## src/rtl/gbuf_c_reader_pkg.sv

```systemverilog
// Shared definitions for the global_buffer_C drain reader.
//   - default widths for buffer index, buffer entry and response beat
//   - FSM state encoding
//   - lane counter width helper
package gbuf_c_reader_pkg;

  localparam int unsigned ADDR_BITS_DEF = 16;
  localparam int unsigned DATA_BITS_DEF = 128;
  localparam int unsigned OUT_BITS_DEF  = 32;

  typedef enum logic [2:0] {
    ST_IDLE    = 3'd0,
    ST_FETCH   = 3'd1,
    ST_CAPTURE = 3'd2,
    ST_SEND    = 3'd3,
    ST_FINISH  = 3'd4
  } state_e;

  // Width of a counter that indexes 'lanes' lanes (at least one bit).
  function automatic int unsigned lane_bits(input int unsigned lanes);
    return (lanes > 1) ? $clog2(lanes) : 1;
  endfunction

endpackage

```

## src/rtl/gbuf_c_reader_if.sv

```systemverilog
// Bundle of the drain reader's command, buffer-read and response signals.
//   master : the reader (drives rd_en/rd_index, rsp_valid/rsp_data, busy/done)
//   slave  : the environment (drives start/abort/base_addr/num_words,
//            rd_data, rsp_ready)
interface gbuf_c_reader_if
  import gbuf_c_reader_pkg::*;
#(
  parameter int unsigned ADDR_BITS = ADDR_BITS_DEF,
  parameter int unsigned DATA_BITS = DATA_BITS_DEF,
  parameter int unsigned OUT_BITS  = OUT_BITS_DEF
);

  logic                 start;
  logic                 abort;
  logic [ADDR_BITS-1:0] base_addr;
  logic [ADDR_BITS-1:0] num_words;
  logic                 rd_en;
  logic [ADDR_BITS-1:0] rd_index;
  logic [DATA_BITS-1:0] rd_data;
  logic                 rsp_valid;
  logic                 rsp_ready;
  logic [OUT_BITS-1:0]  rsp_data;
  logic                 busy;
  logic                 done;

  modport master (
    input  start, abort, base_addr, num_words, rd_data, rsp_ready,
    output rd_en, rd_index, rsp_valid, rsp_data, busy, done
  );

  modport slave (
    output start, abort, base_addr, num_words, rd_data, rsp_ready,
    input  rd_en, rd_index, rsp_valid, rsp_data, busy, done
  );

endinterface

```

## src/rtl/gbuf_lane_serializer.sv

```systemverilog
// Holds one buffer entry and presents it as LANES beats, lane 0 first.
//   clk, rst_n : clock, async active-low reset
//   load       : capture load_data into the entry register, restart at lane 0
//   load_data  : buffer entry to serialize
//   advance    : current beat was accepted, move to the next lane
//   out_data   : registered current beat
//   last_c     : current lane is the final lane of the entry
module gbuf_lane_serializer
  import gbuf_c_reader_pkg::*;
#(
  parameter int unsigned DATA_BITS = DATA_BITS_DEF,
  parameter int unsigned OUT_BITS  = OUT_BITS_DEF
) (
  input  logic                 clk,
  input  logic                 rst_n,
  input  logic                 load,
  input  logic [DATA_BITS-1:0] load_data,
  input  logic                 advance,
  output logic [OUT_BITS-1:0]  out_data,
  output logic                 last_c
);

  localparam int unsigned LANES     = DATA_BITS / OUT_BITS;
  localparam int unsigned LANE_BITS = lane_bits(LANES);

  logic [DATA_BITS-1:0] entry_q;
  logic [LANE_BITS-1:0] lane_q;
  logic [LANE_BITS-1:0] lane_inc;
  logic [OUT_BITS-1:0]  lane_word [LANES];

  // Split the entry register into beat-sized lanes.
  for (genvar g = 0; g < LANES; g++) begin : g_lane
    assign lane_word[g] = entry_q[g*OUT_BITS +: OUT_BITS];
  end

  // Next lane wraps explicitly so non-power-of-two lane counts work.
  always_comb begin
    last_c   = (lane_q == LANE_BITS'(LANES - 1));
    lane_inc = last_c ? '0 : lane_q + LANE_BITS'(1);
  end

  // out_data is preloaded with the next lane so the beat is a flop output.
  always_ff @(posedge clk or negedge rst_n) begin
    if (!rst_n) begin
      entry_q  <= '0;
      lane_q   <= '0;
      out_data <= '0;
    end else if (load) begin
      entry_q  <= load_data;
      lane_q   <= '0;
      out_data <= load_data[OUT_BITS-1:0];
    end else if (advance) begin
      lane_q   <= lane_inc;
      out_data <= lane_word[lane_inc];
    end
  end

endmodule

```

## src/rtl/gbuf_c_reader.sv

```systemverilog
// Drains a range of global_buffer_C entries and streams each entry out as
// LANES response beats over a valid/ready handshake.
//   clk, rst_n : clock, async active-low reset
//   bus        : gbuf_c_reader_if.master
//                start/base_addr/num_words launch a drain, abort cancels it,
//                rd_en/rd_index/rd_data form the buffer read port,
//                rsp_valid/rsp_ready/rsp_data form the beat stream,
//                busy marks a drain in progress, done pulses at the end.
module gbuf_c_reader
  import gbuf_c_reader_pkg::*;
#(
  parameter int unsigned ADDR_BITS = ADDR_BITS_DEF,
  parameter int unsigned DATA_BITS = DATA_BITS_DEF,
  parameter int unsigned OUT_BITS  = OUT_BITS_DEF
) (
  input  logic            clk,
  input  logic            rst_n,
  gbuf_c_reader_if.master bus
);

  state_e               state_q;
  state_e               state_nxt;
  logic [ADDR_BITS-1:0] addr_q;
  logic [ADDR_BITS-1:0] addr_nxt;
  logic [ADDR_BITS-1:0] remain_q;
  logic [ADDR_BITS-1:0] remain_nxt;
  logic                 load_c;
  logic                 beat_c;
  logic                 last_c;

  logic                 rd_en_q;
  logic [ADDR_BITS-1:0] rd_index_q;
  logic                 rsp_valid_q;
  logic                 busy_q;
  logic                 done_q;
  logic [OUT_BITS-1:0]  ser_data;

  gbuf_lane_serializer #(
    .DATA_BITS (DATA_BITS),
    .OUT_BITS  (OUT_BITS)
  ) u_ser (
    .clk       (clk),
    .rst_n     (rst_n),
    .load      (load_c),
    .load_data (bus.rd_data),
    .advance   (beat_c),
    .out_data  (ser_data),
    .last_c    (last_c)
  );

  // Next-state, counter update and serializer control.
  always_comb begin
    state_nxt  = state_q;
    addr_nxt   = addr_q;
    remain_nxt = remain_q;
    load_c     = 1'b0;
    beat_c     = 1'b0;

    // Abort wins over any same-cycle beat transfer.
    if ((state_q != ST_IDLE) && bus.abort) begin
      state_nxt = ST_IDLE;
    end else begin
      unique case (state_q)
        ST_IDLE: begin
          if (bus.start) begin
            addr_nxt   = bus.base_addr;
            remain_nxt = bus.num_words;
            state_nxt  = (bus.num_words == '0) ? ST_FINISH : ST_FETCH;
          end
        end
        ST_FETCH: begin
          state_nxt = ST_CAPTURE;
        end
        // Buffer data registered on the falling edge of FETCH is stable here.
        ST_CAPTURE: begin
          load_c    = 1'b1;
          state_nxt = ST_SEND;
        end
        ST_SEND: begin
          if (bus.rsp_ready) begin
            beat_c = 1'b1;
            if (last_c) begin
              addr_nxt   = addr_q + ADDR_BITS'(1);
              remain_nxt = remain_q - ADDR_BITS'(1);
              state_nxt  = (remain_q == ADDR_BITS'(1)) ? ST_FINISH : ST_FETCH;
            end
          end
        end
        ST_FINISH: begin
          state_nxt = ST_IDLE;
        end
        default: begin
          state_nxt = ST_IDLE;
        end
      endcase
    end
  end

  // State and counters.
  always_ff @(posedge clk or negedge rst_n) begin
    if (!rst_n) begin
      state_q  <= ST_IDLE;
      addr_q   <= '0;
      remain_q <= '0;
    end else begin
      state_q  <= state_nxt;
      addr_q   <= addr_nxt;
      remain_q <= remain_nxt;
    end
  end

  // Outputs decoded from the next state so they line up with the state flop.
  always_ff @(posedge clk or negedge rst_n) begin
    if (!rst_n) begin
      rd_en_q     <= 1'b0;
      rd_index_q  <= '0;
      rsp_valid_q <= 1'b0;
      busy_q      <= 1'b0;
      done_q      <= 1'b0;
    end else begin
      rd_en_q     <= (state_nxt == ST_FETCH);
      rsp_valid_q <= (state_nxt == ST_SEND);
      busy_q      <= (state_nxt != ST_IDLE);
      done_q      <= (state_nxt == ST_FINISH);
      if (state_nxt == ST_FETCH) begin
        rd_index_q <= addr_nxt;
      end
    end
  end

  assign bus.rd_en     = rd_en_q;
  assign bus.rd_index  = rd_index_q;
  assign bus.rsp_valid = rsp_valid_q;
  assign bus.rsp_data  = ser_data;
  assign bus.busy      = busy_q;
  assign bus.done      = done_q;

endmodule

```

## src/flat_wrapper.sv

```systemverilog
// flat-port wrapper written by rule: the top's interface ports become plain ports
module gbuf_c_reader_flat import gbuf_c_reader_pkg::*;
#(
  parameter int unsigned ADDR_BITS = ADDR_BITS_DEF,
  parameter int unsigned DATA_BITS = DATA_BITS_DEF,
  parameter int unsigned OUT_BITS  = OUT_BITS_DEF
)
  (clk, rst_n, bus_start, bus_abort, bus_base_addr, bus_num_words, bus_rd_data, bus_rsp_ready, bus_rd_en, bus_rd_index, bus_rsp_valid, bus_rsp_data, bus_busy, bus_done);
  gbuf_c_reader_if #(.ADDR_BITS(ADDR_BITS), .DATA_BITS(DATA_BITS), .OUT_BITS(OUT_BITS)) bus_i ();
  input  logic clk;
  input  logic rst_n;
  input wire logic [$bits(bus_i.start)-1:0] bus_start;
  input wire logic [$bits(bus_i.abort)-1:0] bus_abort;
  input wire logic [$bits(bus_i.base_addr)-1:0] bus_base_addr;
  input wire logic [$bits(bus_i.num_words)-1:0] bus_num_words;
  input wire logic [$bits(bus_i.rd_data)-1:0] bus_rd_data;
  input wire logic [$bits(bus_i.rsp_ready)-1:0] bus_rsp_ready;
  output wire logic [$bits(bus_i.rd_en)-1:0] bus_rd_en;
  output wire logic [$bits(bus_i.rd_index)-1:0] bus_rd_index;
  output wire logic [$bits(bus_i.rsp_valid)-1:0] bus_rsp_valid;
  output wire logic [$bits(bus_i.rsp_data)-1:0] bus_rsp_data;
  output wire logic [$bits(bus_i.busy)-1:0] bus_busy;
  output wire logic [$bits(bus_i.done)-1:0] bus_done;
  assign bus_i.start = bus_start;
  assign bus_i.abort = bus_abort;
  assign bus_i.base_addr = bus_base_addr;
  assign bus_i.num_words = bus_num_words;
  assign bus_i.rd_data = bus_rd_data;
  assign bus_i.rsp_ready = bus_rsp_ready;
  assign bus_rd_en = bus_i.rd_en;
  assign bus_rd_index = bus_i.rd_index;
  assign bus_rsp_valid = bus_i.rsp_valid;
  assign bus_rsp_data = bus_i.rsp_data;
  assign bus_busy = bus_i.busy;
  assign bus_done = bus_i.done;
  gbuf_c_reader #(.ADDR_BITS(ADDR_BITS), .DATA_BITS(DATA_BITS), .OUT_BITS(OUT_BITS)) u_core (.clk(clk), .rst_n(rst_n), .bus(bus_i));
endmodule
```

## config.mk

```make
export PLATFORM = sky130hd
export DESIGN_NAME = gbuf_c_reader_flat
export DESIGN_NICKNAME = d
export VERILOG_FILES = /design/src/rtl/gbuf_c_reader_pkg.sv /design/src/rtl/gbuf_c_reader_if.sv /design/src/rtl/gbuf_lane_serializer.sv /design/src/rtl/gbuf_c_reader.sv /design/src/flat_wrapper.sv
export SDC_FILE = /design/constraint.sdc
export NUM_CORES = 1
export LEC_CHECK = 0
export BUFFER_PORTS_ARGS = -buffer_cell sky130_fd_sc_hd__buf_2
export CAP_MARGIN = 15
export CORE_ASPECT_RATIO = 1.5
export CORE_MARGIN = 3
export CORE_UTILIZATION = 46
export CTS_CLUSTER_SIZE = 30
export DETAILED_ROUTE_END_ITERATION = 6
export PLACE_DENSITY = 0.76
export SLEW_MARGIN = 20
export SYNTH_ARGS = -nofsm -noshare
export SYNTH_HDL_FRONTEND = slang
export SYNTH_SLANG_ARGS = --single-unit
```

## constraint.sdc

```tcl
create_clock -name clk -period 3.6 [get_ports clk]
set_input_delay 1.08 -clock clk [delete_from_list [all_inputs] [get_ports clk]]
set_output_delay 1.08 -clock clk [all_outputs]
set_load 0.005 [all_outputs]
```

==> results.toml, run 1 <==
[run_status]
outcome = "completed"

[floorplanning]
die-area_sq_um = 23500
rows = 65
start_util_pct = 47.2
die_w_microns = 126
fp.dieH_microns = 186
io_pins = 217
core_area_sq_um = 21100

[timing]
holdWs_ns = 0.472
period_minus_slack_ns = 2.59
hold_viol = 0
slew_viol_final = 0
final.setup.tns_ns = 0
setup_viol_count_final = 0
maxSlewHeadroom_pct = 32.6
rsz0062_at_grt = "no"
fin_skew_ns = 0.0160
period_share_pct = 71.9
worst_pin_slew_ns = 1.00
fmax_mhz = 386

[clock_tree]
h-tree-depth = 1
cts_max_path_buffers = 3
clk_pin_slew_ns = 0.06
cts_tree = "built"
clk_latency_ns = 0.50
clock-root-buffer = "clkbuf_16"
cts_buffers = 21
postCtsHoldBufs = 0
postCtsResizedCells = 0
cts_setup_buffers = 0
clock-sinks = 217

[setup_path]
end_kind = "flip-flop"
critical_path.max_fanout = 17
arrival_ns = 2.97
worst-setup-path-type = "input port to flip-flop"
start_kind = "input port"
rr_worst_depth = 5
setup.worst_path.start = "bus_num_words[0]"
reg2reg_from = "u_core.remain_q[3]"
worstPathRequired_ns = 3.98

[global_route]
grt_usage_pct = 21.2
overflow = 0
grt_pass1_vias = 8228
grt_pass1_wl_microns = 41400
grt_start_max_net_pins = 74
antenna_found_initial = 1

[detailed_routing]
routed_wl_microns = 25000
viasPerCell = 5.42
wl_per_cell_microns = 16.7
dr.pass1.iters = 7
drtIter0Drc = 491
remaining_drc_errors = 0
final_antenna_net_count = 0
num_vias = 8074

[final_layout]
fin_cells = 1490
design_area_sq_um = 12100
layout-area-overhead-vs-synth_pct = 21.0
drive_gt1_share_pct = 26.9
final_core_util_pct = 57.1
layout.nets = 1376

[logic_synthesis]
ys_seq_area_share_pct = 54.4
synth_edf_count = 0
syn-mean-instance-area_sq_um = 9.88
synthFlopType = "dfrtp_1"
yosysWarnings = 0
syn_area_sq_um = 9980
synth_cells = 1010
syn-num-nets = 1179
synth-async-reset-ratio_pct = 100
synth.distinct_cells = 56
ys_ff_latch = 217

[min_path]
worstHoldStart = "u_core.u_ser.entry_q[78]"
hold_path.class = "flip-flop to flip-flop"
whs_path_depth = 2

[flow_run]
maxCapViolations = 0

[power]
vdd_drop_max_v = 0.000493
p_leak_nw = 6.23
power.density_nw_per_um2 = 725

[placed_design]
dp_hpwl_microns = 17500
gp_congestion = 0.864
dpl_cell_area_sq_um = 11400
portBuffers = 216
placedCellCount = 1452
## worst paths after layout
path	endpoint	slack, ns
setup / recovery	u_core.bus.rd_index[9]	1.01
hold / removal	u_core.u_ser.entry_q[78]	0.47
setup reg to reg	u_core.bus.rd_index[9]	1.07
hold reg to reg	u_core.u_ser.entry_q[78]	0.47
max in group asynchronous	u_core.u_ser.entry_q[28]	2.10
min in group asynchronous	u_core.bus.rd_index[12]	0.53
## routing by layer
layer / global-route usage [%] / share of wire (%) / routed length, microns / vias up
met5: 0 / 0 / 0 / -
met1: 27.4 / 40 / 9980 / 3877
met2: 36.3 / 51 / 12800 / 318
met3: 2.98 / 5.7 / 1430 / 57
met4: 7.60 / 3.1 / 784 / 0
li1: - / - / - / 3822
## kinds of logic after synthesis
group | share of synthesized area, %
muxes | 12.5
and+or+nand+nor | 21.6
adders and majority gates | 0.502
xor gates and xnor gates | 0.0878
AOI/OAI and AO/OA | 7.83
DFF | 54.4
buffers and inverters | 3.00
## critical path, cell delays in order
cell	delay [ns]
buf_2	0.11
nor4_1	0.27
nand3b_1	0.14
o31a_1	0.34
or2_1	0.59
mux2_4	0.43
## flip-flops by register name, summed over array words and instances, names as in the netlist, 2 cells and up
register / flops
u_core.state_q: 3
u_core.u_ser.out_data: 32
u_core.addr_q: 16
u_core.u_ser.entry_q: 128
u_core.remain_q: 16
u_core.bus.rd_index: 16
u_core.u_ser.lane_q: 2
## cells in the mapped netlist (9+ instances only)
cell	n	area, sq um
buf_2	10	50.1
inv_1	9	33.8
nand3_1	17	85.1
nor4_1	9	56.3
mux4_2	32	721
o21ai_0	58	290
nor2_1	21	78.8
mux2i_1	33	330
nor3_1	11	55.1
clkbuf_1	47	176
nand2_1	415	1560
dfrtp_1	217	5430
a21oi_1	21	105
## layout make-up
type | instances | area [sq um]
repair buffers | 235 | 1320
well taps | 268 | 335
multi-input cells | 723 | 4290
clock inverters | 10 | 90.1
inverters | 9 | 33.8
diodes | 1 | 2.50
clock buffers | 27 | 568
fillers | 1860 | 9080
flip-flops and latches | 217 | 5430
## stage by stage
stage / worst slack, ns / power (mW)
finish: 1.01 / 8.75
global route: 0.843 / 9.36
CTS: 0.993 / 8.85
detailed placement: 0.469 / 6.66
global placement: 0.481 / 6.51
floorplan: 0.919 / 5.64
## where the power goes
group          total [mW]  switching [mW]  leakage, nW  internal, mW
Combinational        2.53            1.23         3.21          1.30
Clock                2.12           0.930        0.317          1.19
Sequential           4.10           0.668         2.71          3.43
Total                8.75            2.83         6.23          5.92
## cell usage in the layout (no fill, tap or decap), types with 8 or more instances in the layout
cell type	synthesis	routed
nand2_1	415	414
nor2_1	21	19
buf_2	10	215
mux2i_1	33	33
a31oi_1	8	8
nor4_1	9	9
nand3_1	17	16
o21ai_0	58	58
clkbuf_16	0	21
mux2_4	8	8
buf_4	0	12
inv_1	9	9
mux4_2	32	32
dfrtp_1	217	217
a21oi_1	21	21
nor3_1	11	11
a22oi_1	8	8
Power figures use the tool's default switching activity.
==> run 2: changes to the inputs <==
ABC_AREA = 1   (was default)
clock period = 2.6 ns   (was 3.6 ns; I/O delays follow)
==> run 2 against run 1 <==
  * Global-route usage is 1.1 points higher
  * Hold slack worse by 0.23 ns
  * Synthesized cell count is 31% higher
  * Power is 75% higher
  * Combinational power grew to 2.5 times the previous value
  * Cell count is 21% higher
  * Area after synthesis is 3.4% higher
  * Die area is 3.3% higher
  * Clock power is 45% higher
  * Routed wire length is 9.1% higher
  * Critical path depth is 2 higher
  * Cell area is 2.7% higher
  * Critical path type is now flip-flop to flip-flop
  * Critical endpoint is now u_core.u_ser.out_data[5]
  * Largest power group is now combinational cells
  * Highest routed layer is now met5
==> results.toml, run 2 <==
[logic_synthesis]
synth_compound_area_share_pct = 14.0
synth_top_family_by_area = "simple AND/OR/NAND/NOR gates"
syn_area_sq_um = 10300
synthTopCellsByCount = "nand2_1, dfrtp_1, o21ai_0"
synth.most_common_cell = "nand2_1"
synthAdderAreaFrac_pct = 0.485
yosys.area_share.xor_xnor_pct = 0.255
yosysWarnings = 0
synth.distinct_cells = 36
synth_area_leaders = "dfrtp_1, nand2_1, o21ai_0"
synth-async-reset-ratio_pct = 100
synthSimpleGateAreaFrac_pct = 26.3
yosys-mux-area-fraction_pct = 0
yosysTopAreaCell = "dfrtp_1"
ys_seq_area_share_pct = 52.6
synth_edf_count = 0
syn-mean-instance-area_sq_um = 7.80
synth_cells = 1322
yosysTopAreaCellShare_pct = 52.6
synthFlopType = "dfrtp_1"
syn-num-nets = 1491
ys_ff_latch = 217

[final_layout]
design_area_sq_um = 12400
final_cell_mix = "nand2_1, dfrtp_1, buf_2"
layout-area-overhead-vs-synth_pct = 20.2
final_core_util_pct = 56.6
layout.nets = 1685
largest_register = "u_core.u_ser.entry_q"
layout_commonest_cell = "nand2_1"
largest_reg_flops = 128
fill_cells = 2005
drive_gt1_share_pct = 19.8
top_regs = "u_core.u_ser.entry_q: 128 flops, u_core.u_ser.out_data: 32 flops"

[setup_path]
crit_end = "u_core.u_ser.out_data[5]"
r2r_end = "u_core.u_ser.out_data[5]"
arrival_ns = 2.51
setup.worst_path.start = "u_core.state_q[2]"
rrSetupSlack_ns = 0.50
end_kind = "flip-flop"
start_kind = "flip-flop"
worst-setup-path-type = "flip-flop to flip-flop"
rr_worst_depth = 8
reg2reg_from = "u_core.state_q[2]"
critical_path.max_fanout = 64
worstPathRequired_ns = 3.01

[detailed_routing]
routed_wl_microns = 27200
dr.pass1.iters = 5
viasPerCell = 5.28
wl_per_cell_microns = 15.1
final_antenna_net_count = 0
num_vias = 9512
drtIter0Drc = 698
remaining_drc_errors = 0

[timing]
maxSlewHeadroom_pct = 46.5
rsz0062_at_grt = "no"
final.setup.tns_ns = 0
hold_viol = 0
period_share_pct = 80.8
slew_viol_final = 0
worst_pin_slew_ns = 0.802
period_minus_slack_ns = 2.10
fin_ws_ns = 0.500
fin_skew_ns = 0.0192
setup_viol_count_final = 0
fmax_mhz = 476

[placed_design]
dp_hpwl_microns = 18600
post-place-ws_ns = 0.421
portBuffers = 216
gp_congestion = 1.01
dpl_cell_area_sq_um = 11700

[flow_run]
maxCapViolations = 0

[clock_tree]
cts_tree = "built"
cts_buffers = 22
cts_setup_buffers = 0
postCtsHoldBufs = 0
clk_pin_slew_ns = 0.06
cts_max_path_buffers = 3
clock-sinks = 217
clk_latency_ns = 0.51
clock-root-buffer = "clkbuf_16"
postCtsResizedCells = 0
h-tree-depth = 1

[global_route]
overflow = 0
grt_pass1_wl_microns = 44600
antenna_found_initial = 5
grt_pass1_vias = 9434
grt_usage_pct = 22.2
grt_start_max_net_pins = 161

[floorplanning]
core_area_sq_um = 21900
io_pins = 217
start_util_pct = 47.1
die-area_sq_um = 24300
rows = 66
die_w_microns = 128
fp.dieH_microns = 189

[power]
finalPower_mw = 15.3
p_leak_nw = 6.33
power.density_nw_per_um2 = 1230
vdd_drop_max_v = 0.000721

[min_path]
hold_path.class = "input port to async pin"

[run_status]
outcome = "completed"
[run 2: cell count changes after synthesis, sizes merged, moves of 10 or more]
cell,delta
o21ai,+112
nor2,+93
nand2,+89
inv,+80
mux2i,-33
mux4,-32
a21oi,+24
a31oi,+24
nand3,+21
buf,+17
mux2,-15
nor4,-11
clkbuf,-10
[run 2: worst min path at each step]
stage / startpoint / end / slack (ns) / depth (start not counted)
2_1_floorplan: u_core.u_ser.entry_q[0] / u_core.u_ser.entry_q[0] / 0.44 / 2
3_3_place_gp: u_core.u_ser.entry_q[75] / u_core.u_ser.entry_q[75] / 0.45 / 2
3_5_place_dp: u_core.u_ser.entry_q[72] / u_core.u_ser.entry_q[72] / 0.45 / 2
4_1_cts: rst_n / u_core.remain_q[2] / 0.25 / 1
5_1_grt: rst_n / u_core.remain_q[2] / 0.25 / 1
6_report: rst_n / u_core.remain_q[2] / 0.24 / 1
[run 2: power breakdown]
| part | switching, mW | internal (mW) |
|---|---|---|
| logic | 4.02 | 2.32 |
| registers | 0.889 | 4.97 |
| clock network | 1.27 | 1.81 |
| total | 6.18 | 9.09 |
[run 2: layout make-up]
class                           count  area, sq um  area share [%]
Sequential cell                   217         5430            43.8
Multi-Input combinational cell    948         4250            34.3
Tap cell                          272          340            2.75
Inverter                           89          339            2.74
Clock inverter                      6         55.1           0.444
Antenna cell                        1         2.50          0.0202
Clock buffer                       29          638            5.15
Timing Repair Buffer              238         1340            10.8
[run 2: routing by layer]
metal	track usage, %	share of wire (%)	vias up
li1	-	-	4640
met1	27.4	40	4431
met2	38.4	49	360
met3	4.01	7.0	73
met4	8.54	3.5	8
met5	0	0.18	-
[run 2: logic make-up (layout without fill, tap and decap cells)]
| logic type | count (synthesis) | after routing |
|---|---|---|
| AOI/OAI and AO/OA | 268 | 268 |
| other | 0 | 1 |
| xor gates and xnor gates | 3 | 3 |
| DFF | 217 | 217 |
| adders and majority gates | 4 | 4 |
| and+or+nand+nor | 673 | 673 |
| buffers and inverters | 157 | 362 |
[run 2: worst max-delay path, cell delays in order, from the launching register on]
cell and delay, ns:
dfrtp_1 0.41, nor2_4 0.14, nand2_4 0.21, inv_2 0.35
nand3_2 0.22, nand2_2 0.12, buf_12 0.28, nor2_1 0.08
a31oi_1 0.18
[run 2: stage by stage]
step,std cells,hold slack (ns)
2_1_floorplan,1322,0.437
3_3_place_gp,1764,0.447
3_5_place_dp,1764,0.453
4_1_cts,1799,0.249
5_1_grt,1800,0.254
6_report,1800,0.239
==> run 3: changes to the inputs <==
ABC_AREA = 0   (was 1)
PLACE_DENSITY = 0.79   (was 0.76)
clock period = 1.85 ns   (was 2.6 ns; I/O delays follow)
==> run 3 against run 2 <==
  * The flow now finishes with violations (negative setup slack)
  * Combinational power up 2%
  * Clock skew down 0.0084 ns
  * Highest routed layer unchanged
  * Sequential cell count unchanged
==> results.toml, run 3 (same netlist as run 1, synthesis figures left out) <==
[clock_tree]
h-tree-depth = 1
cts_buffers = 22
clk_pin_slew_ns = 0.07
cts_max_path_buffers = 3
cts_tree = "built"
clock-root-buffer = "clkbuf_16"
clock-sinks = 217
clk_latency_ns = 0.50

[detailed_routing]
dr.pass1.iters = 6
wl_per_cell_microns = 17.5
final_antenna_net_count = 0
num_vias = 8764
remaining_drc_errors = 0
drtIter0Drc = 577
routed_wl_microns = 28300
viasPerCell = 5.44

[final_layout]
final_cell_mix = "nand2_1, buf_2, dfrtp_1"
drive_gt1_share_pct = 36.9
layout-area-overhead-vs-synth_pct = 36.8
design_area_sq_um = 13600
antenna_cells = 0
fill_cells = 1635
largest_register = "u_core.u_ser.entry_q"
largest_reg_flops = 128
fin_cells = 1611
layout.nets = 1497
layout_commonest_cell = "nand2_1"
top_regs = "u_core.u_ser.entry_q: 128 flops, u_core.u_ser.out_data: 32 flops"

[setup_path]
reg2reg_from = "u_core.remain_q[1]"
path_cells = "inv_2 -> ha_4 -> nor4b_4 -> nand4_1 -> o211a_1 -> or2_4 -> clkbuf_16 -> mux2_4"
arrival_ns = 2.55
slowest_delay_ns = 0.39
worst-setup-path-type = "flip-flop to flip-flop"
r2r_end = "u_core.bus.rd_index[11]"
worstPathRequired_ns = 2.24
end_kind = "flip-flop"
critical_path.max_fanout = 4
worst_path_max_delay_cell = "dfrtp_1"
start_kind = "flip-flop"
rrSetupSlack_ns = -0.32
rr_worst_depth = 8

[floorplanning]
core_area_sq_um = 21100
die-area_sq_um = 23500
start_util_pct = 47.2
die_w_microns = 126
io_pins = 217
rows = 65
fp.dieH_microns = 186

[min_path]
whs_path_depth = 3
worstHoldStart = "bus_rd_data[46]"
hold_path.class = "input port to flip-flop"
min_to = "u_core.u_ser.entry_q[46]"

[timing]
slew_viol_final = 0
rsz0062_at_grt = "yes"
hold_viol = 0
fin_ws_ns = -0.318
period_share_pct = 117
fin_skew_ns = 0.0108
maxSlewHeadroom_pct = 69.3
setup_viol_count_final = 30
fmax_mhz = 461
worst_pin_slew_ns = 0.455
period_minus_slack_ns = 2.17
holdWs_ns = 0.246
final.setup.tns_ns = -6.02

[placed_design]
portBuffers = 216
dp_hpwl_microns = 19100
post-place-ws_ns = -0.477
dpl_cell_area_sq_um = 12300
gp_congestion = 0.908
placedCellCount = 1547

[global_route]
grt_usage_pct = 23.2
grt_pass1_vias = 9190
antenna_found_initial = 3
overflow = 0
grt_start_max_net_pins = 51
grt_pass1_wl_microns = 45200

[power]
vdd_drop_max_v = 0.000763
power.density_nw_per_um2 = 1380
p_leak_nw = 6.99

[run_status]
outcome = "finished, violations left"
violations = "negative setup slack"

[flow_run]
maxCapViolations = 0
-- run 3: changes by cell type in the layout (fill, tap and decap cells not counted), sizes merged, moves of 9 or more --
cell,previous run,this run
nand3,38,17
nor2,114,21
nand2,504,415
a31oi,32,8
a21oi,46,23
nor4,0,11
inv,89,9
buf,238,351
o21ai,170,58
mux4,0,32
o211ai,14,5
mux2i,0,33
mux2,0,15
-- run 3: per-stage QoR --
stage               util [%]  power (mW)
detailed placement      58.3        13.6
finish                  64.5        18.8
global placement        58.3        13.3
global route            64.5        20.0
floorplan                  -        11.0
CTS                     63.1        18.7
-- run 3: worst max path at each step --
| stage | from | endpoint | slack, ns | cells after the start |
|---|---|---|---|---|
| 6_report | u_core.remain_q[1] | u_core.bus.rd_index[11] | -0.32 | 8 |
| 5_1_grt | u_core.remain_q[10] | u_core.bus.rd_index[11] | -0.37 | 6 |
| 4_1_cts | u_core.remain_q[1] | u_core.bus.rd_index[10] | -0.27 | 8 |
| 3_5_place_dp | bus_num_words[0] | u_core.bus.rd_index[7] | -0.48 | 7 |
| 3_3_place_gp | bus_num_words[0] | u_core.bus.rd_index[12] | -0.44 | 7 |
| 2_1_floorplan | bus_num_words[0] | u_core.bus.rd_index[10] | -0.24 | 7 |
-- run 3: metal layers --
metal  share of wire (%)  global-route usage (%)  vias to the layer above
li1                    -                       -                     4064
met1                  38                    28.0                     4323
met2                  53                    42.4                      305
met3                 5.8                    3.49                       66
met4                 3.0                    7.43                        6
met5               0.092                       0                        -
-- run 3: report_power, final --
group          switching, mW  leakage [nW]  total, mW  internal (mW)
registers               1.24          2.71       7.92           6.68
logic                   2.97          3.94       6.49           3.52
clock network           1.83         0.350       4.42           2.59
-- run 3: timing repair --
action                                  4_1_cts  5_1_grt
pin swaps                                     9       26
hold buffers                                  1        0
setup buffers                                 9       11
hold endpoints to repair                     42        0
gates cloned                                  4        3
resized for setup                            40       70
endpoints found under the setup margin       55       73
-- run 3: critical path, delay by kind of cell (launching register included) --
family          cells  cell delay, ns
buf+inv             2            0.27
mux                 1            0.29
simple gates        3            0.70
compound gates      1            0.28
flops               1            0.39
fa+ha+maj           1            0.12
-- run 3: area by class of cell --
type	instances	area, sq um	area share, %
repair buffers	354	2520	18.4
clock buffers	33	653	4.79
well taps	268	335	2.46
clock inverters	6	65.1	0.477
multi-input cells	724	4610	33.8
flip-flops and latches	217	5430	39.8
inverters	9	33.8	0.248
